===== src/rtl/word_to_byte_unpacker_pkg.sv =====
// ---------------------------------------------------------------------------
// word_to_byte_unpacker_pkg
//
// Purpose:
//   Shared definitions for the shift/pack/unpack family of blocks. It holds
//   the two-state handshake FSM encoding and the default byte width, so every
//   block in the family agrees on both.
//
// Contents:
//   BYTE_W_DEFAULT    - default width of one byte lane in bits
//   NUM_BYTES_MIN/MAX - supported range for the number of bytes in a word
//   unpackState_t     - IDLE (nothing held) / SEND (word held, bytes pending)
// ---------------------------------------------------------------------------
package word_to_byte_unpacker_pkg;

  localparam int BYTE_W_DEFAULT = 8;

  localparam int NUM_BYTES_MIN = 2;
  localparam int NUM_BYTES_MAX = 8;

  typedef enum logic {
    ST_IDLE = 1'b0,
    ST_SEND = 1'b1
  } unpackState_t;

endpackage : word_to_byte_unpacker_pkg


===== src/rtl/word_to_byte_unpacker.sv =====
// ---------------------------------------------------------------------------
// word_to_byte_unpacker
//
// Purpose:
//   Takes one parallel word of NUM_BYTES bytes and emits it as a stream of
//   single bytes, most-significant byte first. Both sides use valid/ready
//   handshakes. The next word can be accepted in the same cycle as the
//   final byte of the current word, so a steady stream runs at one byte per
//   clock with no bubbles.
//
// Parameters:
//   BYTE_W    - width of one output byte in bits (default from package)
//   NUM_BYTES - bytes per input word, 2..8
//
// Ports:
//   clk       in   rising-edge clock
//   rst       in   asynchronous active-high reset
//   clr       in   synchronous flush; drops any held word
//   in_data   in   parallel word, BYTE_W*NUM_BYTES bits
//   in_valid  in   in_data is valid
//   in_ready  out  a word is accepted this cycle
//   out_data  out  current byte (MSB byte of the holding register)
//   out_valid out  out_data is valid
//   out_ready in   downstream takes the byte
//   out_last  out  out_data is the final byte of its word
//   busy      out  a word is held (same as out_valid)
// ---------------------------------------------------------------------------
module word_to_byte_unpacker
  import word_to_byte_unpacker_pkg::*;
#(
  parameter int BYTE_W    = BYTE_W_DEFAULT,
  parameter int NUM_BYTES = 2
) (
  input  logic                        clk,
  input  logic                        rst,
  input  logic                        clr,
  input  logic [BYTE_W*NUM_BYTES-1:0] in_data,
  input  logic                        in_valid,
  output logic                        in_ready,
  output logic [BYTE_W-1:0]           out_data,
  output logic                        out_valid,
  input  logic                        out_ready,
  output logic                        out_last,
  output logic                        busy
);

  localparam int WORD_W  = BYTE_W * NUM_BYTES;
  localparam int COUNT_W = $clog2(NUM_BYTES);

  localparam logic [COUNT_W-1:0] LAST_COUNT = COUNT_W'(NUM_BYTES - 1);
  localparam logic [COUNT_W-1:0] COUNT_ONE  = COUNT_W'(1);

  // Reject illegal word sizes at elaboration time rather than building a
  // block whose count or shift slices would be meaningless.
  if ((NUM_BYTES < NUM_BYTES_MIN) || (NUM_BYTES > NUM_BYTES_MAX)) begin : g_bad_num_bytes
    $error("word_to_byte_unpacker: NUM_BYTES out of range");
  end
  if (BYTE_W < 1) begin : g_bad_byte_w
    $error("word_to_byte_unpacker: BYTE_W must be positive");
  end

  unpackState_t       r_state;
  logic [WORD_W-1:0]  r_hold;
  logic [COUNT_W-1:0] r_count;

  logic w_sending;
  logic w_lastByte;
  logic w_inFire;
  logic w_outFire;
  logic [WORD_W-1:0] w_holdShifted;

  // The outputs come straight from the state, holding register and count,
  // so they stay stable under backpressure without any extra storage.
  // The holding register is zeroed whenever the block goes idle, so out_data
  // reads zero when nothing is held.
  assign w_sending  = (r_state == ST_SEND);
  assign w_lastByte = w_sending && (r_count == LAST_COUNT);

  assign out_valid = w_sending;
  assign busy      = w_sending;
  assign out_last  = w_lastByte;
  assign out_data  = r_hold[WORD_W-1 -: BYTE_W];

  // A new word can be taken when idle, or when the final byte of the held
  // word is leaving this very cycle. clr suppresses acceptance so a flush
  // never overlaps a load.
  always_comb begin
    in_ready = 1'b0;
    if (!clr) begin
      if (!w_sending) begin
        in_ready = 1'b1;
      end else if (w_lastByte && out_ready) begin
        in_ready = 1'b1;
      end
    end
  end

  assign w_inFire  = in_valid && in_ready;
  assign w_outFire = out_valid && out_ready;

  // Moving to the next byte means shifting the word left one byte lane with
  // zero fill, so the next byte always sits at the top of the register.
  assign w_holdShifted = {r_hold[WORD_W-BYTE_W-1:0], {BYTE_W{1'b0}}};

  // Main FSM. Reset and clr both drop everything and return to IDLE; clr is
  // checked first so it beats any handshake happening in the same cycle.
  // In SEND, a final-byte handshake either reloads from the input (staying
  // in SEND for bubble-free streaming) or returns to IDLE.
  always_ff @(posedge clk or posedge rst) begin
    if (rst) begin
      r_state <= ST_IDLE;
      r_hold  <= '0;
      r_count <= '0;
    end else if (clr) begin
      r_state <= ST_IDLE;
      r_hold  <= '0;
      r_count <= '0;
    end else begin
      case (r_state)
        ST_IDLE: begin
          if (w_inFire) begin
            r_state <= ST_SEND;
            r_hold  <= in_data;
            r_count <= '0;
          end
        end
        ST_SEND: begin
          if (w_outFire) begin
            if (w_lastByte) begin
              if (w_inFire) begin
                r_state <= ST_SEND;
                r_hold  <= in_data;
                r_count <= '0;
              end else begin
                r_state <= ST_IDLE;
                r_hold  <= '0;
                r_count <= '0;
              end
            end else begin
              r_hold  <= w_holdShifted;
              r_count <= r_count + COUNT_ONE;
            end
          end
        end
        default: begin
          r_state <= ST_IDLE;
          r_hold  <= '0;
          r_count <= '0;
        end
      endcase
    end
  end

endmodule : word_to_byte_unpacker


===== config.mk =====
export PLATFORM = sky130hd
export DESIGN_NAME = word_to_byte_unpacker
export DESIGN_NICKNAME = d
export VERILOG_FILES = /design/src/rtl/word_to_byte_unpacker_pkg.sv /design/src/rtl/word_to_byte_unpacker.sv
export SDC_FILE = /design/constraint.sdc
export NUM_CORES = 1
export LEC_CHECK = 0
export CAP_MARGIN = 20
export CORE_MARGIN = 2
export CORE_UTILIZATION = 30
export DETAILED_ROUTE_END_ITERATION = 6
export HOLD_SLACK_MARGIN = 0.15
export RECOVER_POWER = 25
export REMOVE_ABC_BUFFERS = 1
export SLEW_MARGIN = 20
export SYNTH_ARGS = -nofsm -noshare
export SYNTH_HDL_FRONTEND = slang
export SYNTH_SLANG_ARGS = --single-unit
export TNS_END_PERCENT = 100

===== constraint.sdc =====
create_clock -name clk -period 2.7 [get_ports clk]
set_clock_uncertainty 0.15 [all_clocks]
set_input_delay 0.81 -clock clk [delete_from_list [all_inputs] [get_ports clk]]
set_output_delay 0.81 -clock clk [all_outputs]
set_load 0.01 [all_outputs]

# Word level (Yosys, flattened, before mapping)
# Index checks and enable logic that the tools add are counted.
classes:
  n_addsub: 1
  bitwise_logic: 1
  n_eq_ne: 2
  n_mux: 19
  n_reduce_logical: 5
ops:
  columns: ["operator", "n"]
  rows:
  - ["16-bit two-way mux", 5]
  - ["16-bit one-hot mux with 2 select lines", 1]
  - ["1-bit two-way mux", 11]
  - ["1-bit logical AND", 4]
  - ["1-bit one-hot mux with 2 select lines", 2]
  - ["3-bit by 2-bit inequality test with 1-bit output, second input constant", 1]
  - ["3-bit inequality test, second input constant", 1]
  - ["2-bit AND reduction", 1]
  - ["1-bit adder, second input constant", 1]
  - ["1-bit NOT", 1]
totals:
  input_bits: 21
  output_inout_bits: 12
  elab_cells: 31
  ff_bits: 18

# Longest topological paths before layout
depth:
  word_depth: 11
  depth_mapped: 4
  ltp_nobuf: 3

# Worst setup path before layout
# No wires, ideal clock.
synth_path:
  path_type: "input to output"
  from: "input port out_ready"
  to: "output port in_ready"
  setup_slack_ns: 0.670
  arrival_ns: 1.070
  path_buffers: 0
  required_ns: 1.740
  path_stages: 2
  path_cell_list: "a21boi_4 > nor2_1"
synth_between:
  elab_chain_len: 4
synth_lines:
  columns: ["element", "line", "rtl"]
  rows:
  - ["start: declaration", "word_to_byte_unpacker.sv:42", "input logic out_ready,"]
  - ["1-bit logical AND", "word_to_byte_unpacker.sv:92", "end else if (w_lastByte && out_ready) begin"]
  - ["1-bit two-way mux", "word_to_byte_unpacker.sv:92", null]
  - ["1-bit two-way mux", "word_to_byte_unpacker.sv:90", "if (!w_sending) begin"]
  - ["1-bit two-way mux", "word_to_byte_unpacker.sv:89", "if (!clr) begin"]
  - ["end: declaration", "word_to_byte_unpacker.sv:39", "output logic in_ready,"]
# Every way passes these cells.

# Worst setup path in the final report
layout_path:
  from: "input port clr"
  to: "output port in_ready"
layout_between:
  elab_chain_len: 1
layout_lines:
  columns: ["element", "line", "rtl"]
  rows:
  - ["start: declaration", "word_to_byte_unpacker.sv:36", "input logic clr,"]
  - ["1-bit two-way mux", "word_to_byte_unpacker.sv:89", null]
# Every way passes these cells.

==> results.ini <==
[outcome]
status=finished clean

[timing]
period_needed_ns=2.59
post-route-period-util_pct=96.0
worstMarginPinSlew_ns=0.727
max_freq_mhz=386
rsz0062_at_grt=false
fin_ws_ns=0.109
finalSetupTns_ns=0
maxSlewHeadroom_pct=51.4
holdWs_ns=0.351
maxSlewViolCount=0
setup_viol=0
final_hold_viol_count=0

[hold_path]
hold_end=r_hold[0]
hp-class=reg2reg
min_from=r_hold[0]
hold_depth=1

[power]
switchingPower_uw=133
switching_share_pct=23.6
peakVddDrop_mv=0.354
p_total_uw=567
p_per_area_mw_per_mm2=482
p_leak_uw=0.000523
p_comb_share_pct=18.9
clockPowerShare_pct=28.7
p_int_uw=433
seqPwrFrac_pct=52.4

[cts]
cts_tree=built
hold_buffers=0
root_buffer=clkbuf_4
cts_sinks=18
clk_pin_slew_ns=0.09
cts_max_level=1
cts_buffers=3
clockBufferDepth=2
worstSkewPairLatency_ns=0.29

[die]
dieArea_mm2=0.00326
core_area_mm2=0.00271
die_w_um=57.1
io_pins=33
dieHeight_um=57.1
initial_core_util_pct=31.2
rows=19

[critical_path]
crit_type=in2out
r2r-end=r_hold[11]
crit_path_max_fanout=2
reg2reg_setup_slack_ns=0.98
worst_path_max_delay_cell=clkdlybuf4s50_1
slowest_delay_ns=0.49
ff2ff_path_depth=3
path_cells=clkdlybuf4s50_1, nor2_1, dlygate4sd2_1
arrival_ns=1.63
crit_path_end_kind=output port
cp.required_ns=1.74
critPathLaunchType=primary input
r2r-start=busy

[routing]
vias_per_cell=4.84
ant_nets=0
drt-wirelength-per-cell_um=14.1
dr_wl_met3_um=99
drc_errors=0
first_pass_iters=4
topRoutingLayerUsed=met4
wl_met2_um=850
wl_mm=1.75
m1WireLength_um=776
drtIter0Drc=21
via_count=600

[placed_design]
dp.cells=120
dpl.hpwl_mm=1.21
place_congestion=0.676
portBuffers=32
place_ws_ns=-0.337

[yosys]
ys_types=15
netlist_instances=64
netlist_area_um2=846
seq_area_frac_synth_pct=53.3
synth_top_area_share_pct=53.3
ys_seq_elements=18
syn_area_per_cell_um2=13.2
yosysWarnings=0
synthTopCellsByArea=dfrtp_1 (53%), a221o_1 (9.5%), a22o_1 (8.3%)
yosysTopAreaCell=dfrtp_1

[global_routing]
grt_overflow=0
antenna_found_initial=0
grt.total_usage_pct=11.5
grt_pass1_vias=613
grt_pass1_wl_mm=2.89
grt_start_max_net_pins=19

[cells_and_area]
layout.cells.non_filler=124
syn2layout_area_growth_pct=38.9
layout-drive-gt1-share_pct=11.8
num_antenna_cells=0
final_nets=115

[run]
max_cap_viol_count=0

routing by layer:
layer	up-vias	GRT usage, %
li1	284	-
met1	295	16.0
met2	19	16.7
met3	2	2.49
met4	0	5.98
met5	-	0
cells in the final DEF (no fill, tap or decap), types with 2 or more instances in the layout:
master            n
dfrtp_1          18
and2_1            3
dlygate4sd2_1     2
nor2_1            3
buf_4             3
and2_0            6
a221o_1           8
clkbuf_4          3
clkdlybuf4s50_1  29
a22o_1            8
Yosys cell counts:
master / n
a211oi_4: 1
a21boi_4: 1
a21o_1: 1
a221o_1: 8
a22o_1: 8
and2_0: 6
and2_1: 3
and4bb_2: 1
buf_4: 9
buf_6: 2
dfrtp_1: 18
inv_1: 1
nor2_1: 3
nor2b_1: 1
nor3b_4: 1
power by group through the flow:
stage                     sequential [µW]  clock, µW  combinational [µW]
after floorplan                       305          0                36.4
after global placement                302          0                 108
after detailed placement              302          0                 111
after CTS                             297        172                 110
after global routing                  299        189                 115
final                                 297        163                 107
final cells by class:
cell class,count,area [µm²]
fill,276,1540
sequential,18,450
timing repair buffer,36,344
multi-input combinational,34,302
tap,31,38.8
clock buffer,4,36.3
inverter,1,3.75
worst max path at each step:
stage | from | endpoint | slack, ns
final | clr | in_ready | 0.11
after global routing | clr | in_ready | 0.06
after CTS | clr | in_ready | 0.10
after detailed placement | out_ready | in_ready | -0.34
after global placement | out_ready | in_ready | -0.28
after floorplan | out_ready | in_ready | 0.67
through the flow:
stage,utilization [%],cell area [µm²]
2_1_floorplan,-,756
3_3_place_gp,42.2,1140
3_5_place_dp,42.2,1140
4_1_cts,43.5,1180
5_1_grt,43.4,1170
6_report,43.4,1170
registers in the layout (all words and copies together) (netlist names):
register / count
r_hold: 16
busy: 1
r_count: 1
what timing repair did:
item / 4_1_cts / 5_1_grt
gates resized for setup: 2 / 0
buffers inserted: 0 / 0
endpoints found under the setup margin: 1 / 0
kinds of logic after synthesis:
logic type / synth area share, %
DFF: 53.3
buffers and inverters: 11.1
AOI/OAI and AO/OA: 23.2
and+or+nand+nor: 12.4
critical path, delay by kind of cell:
kind	cells	cell delay, ns
simple gates	1	0.05
buf+inv	2	0.77
Power figures use the tool's default switching activity.
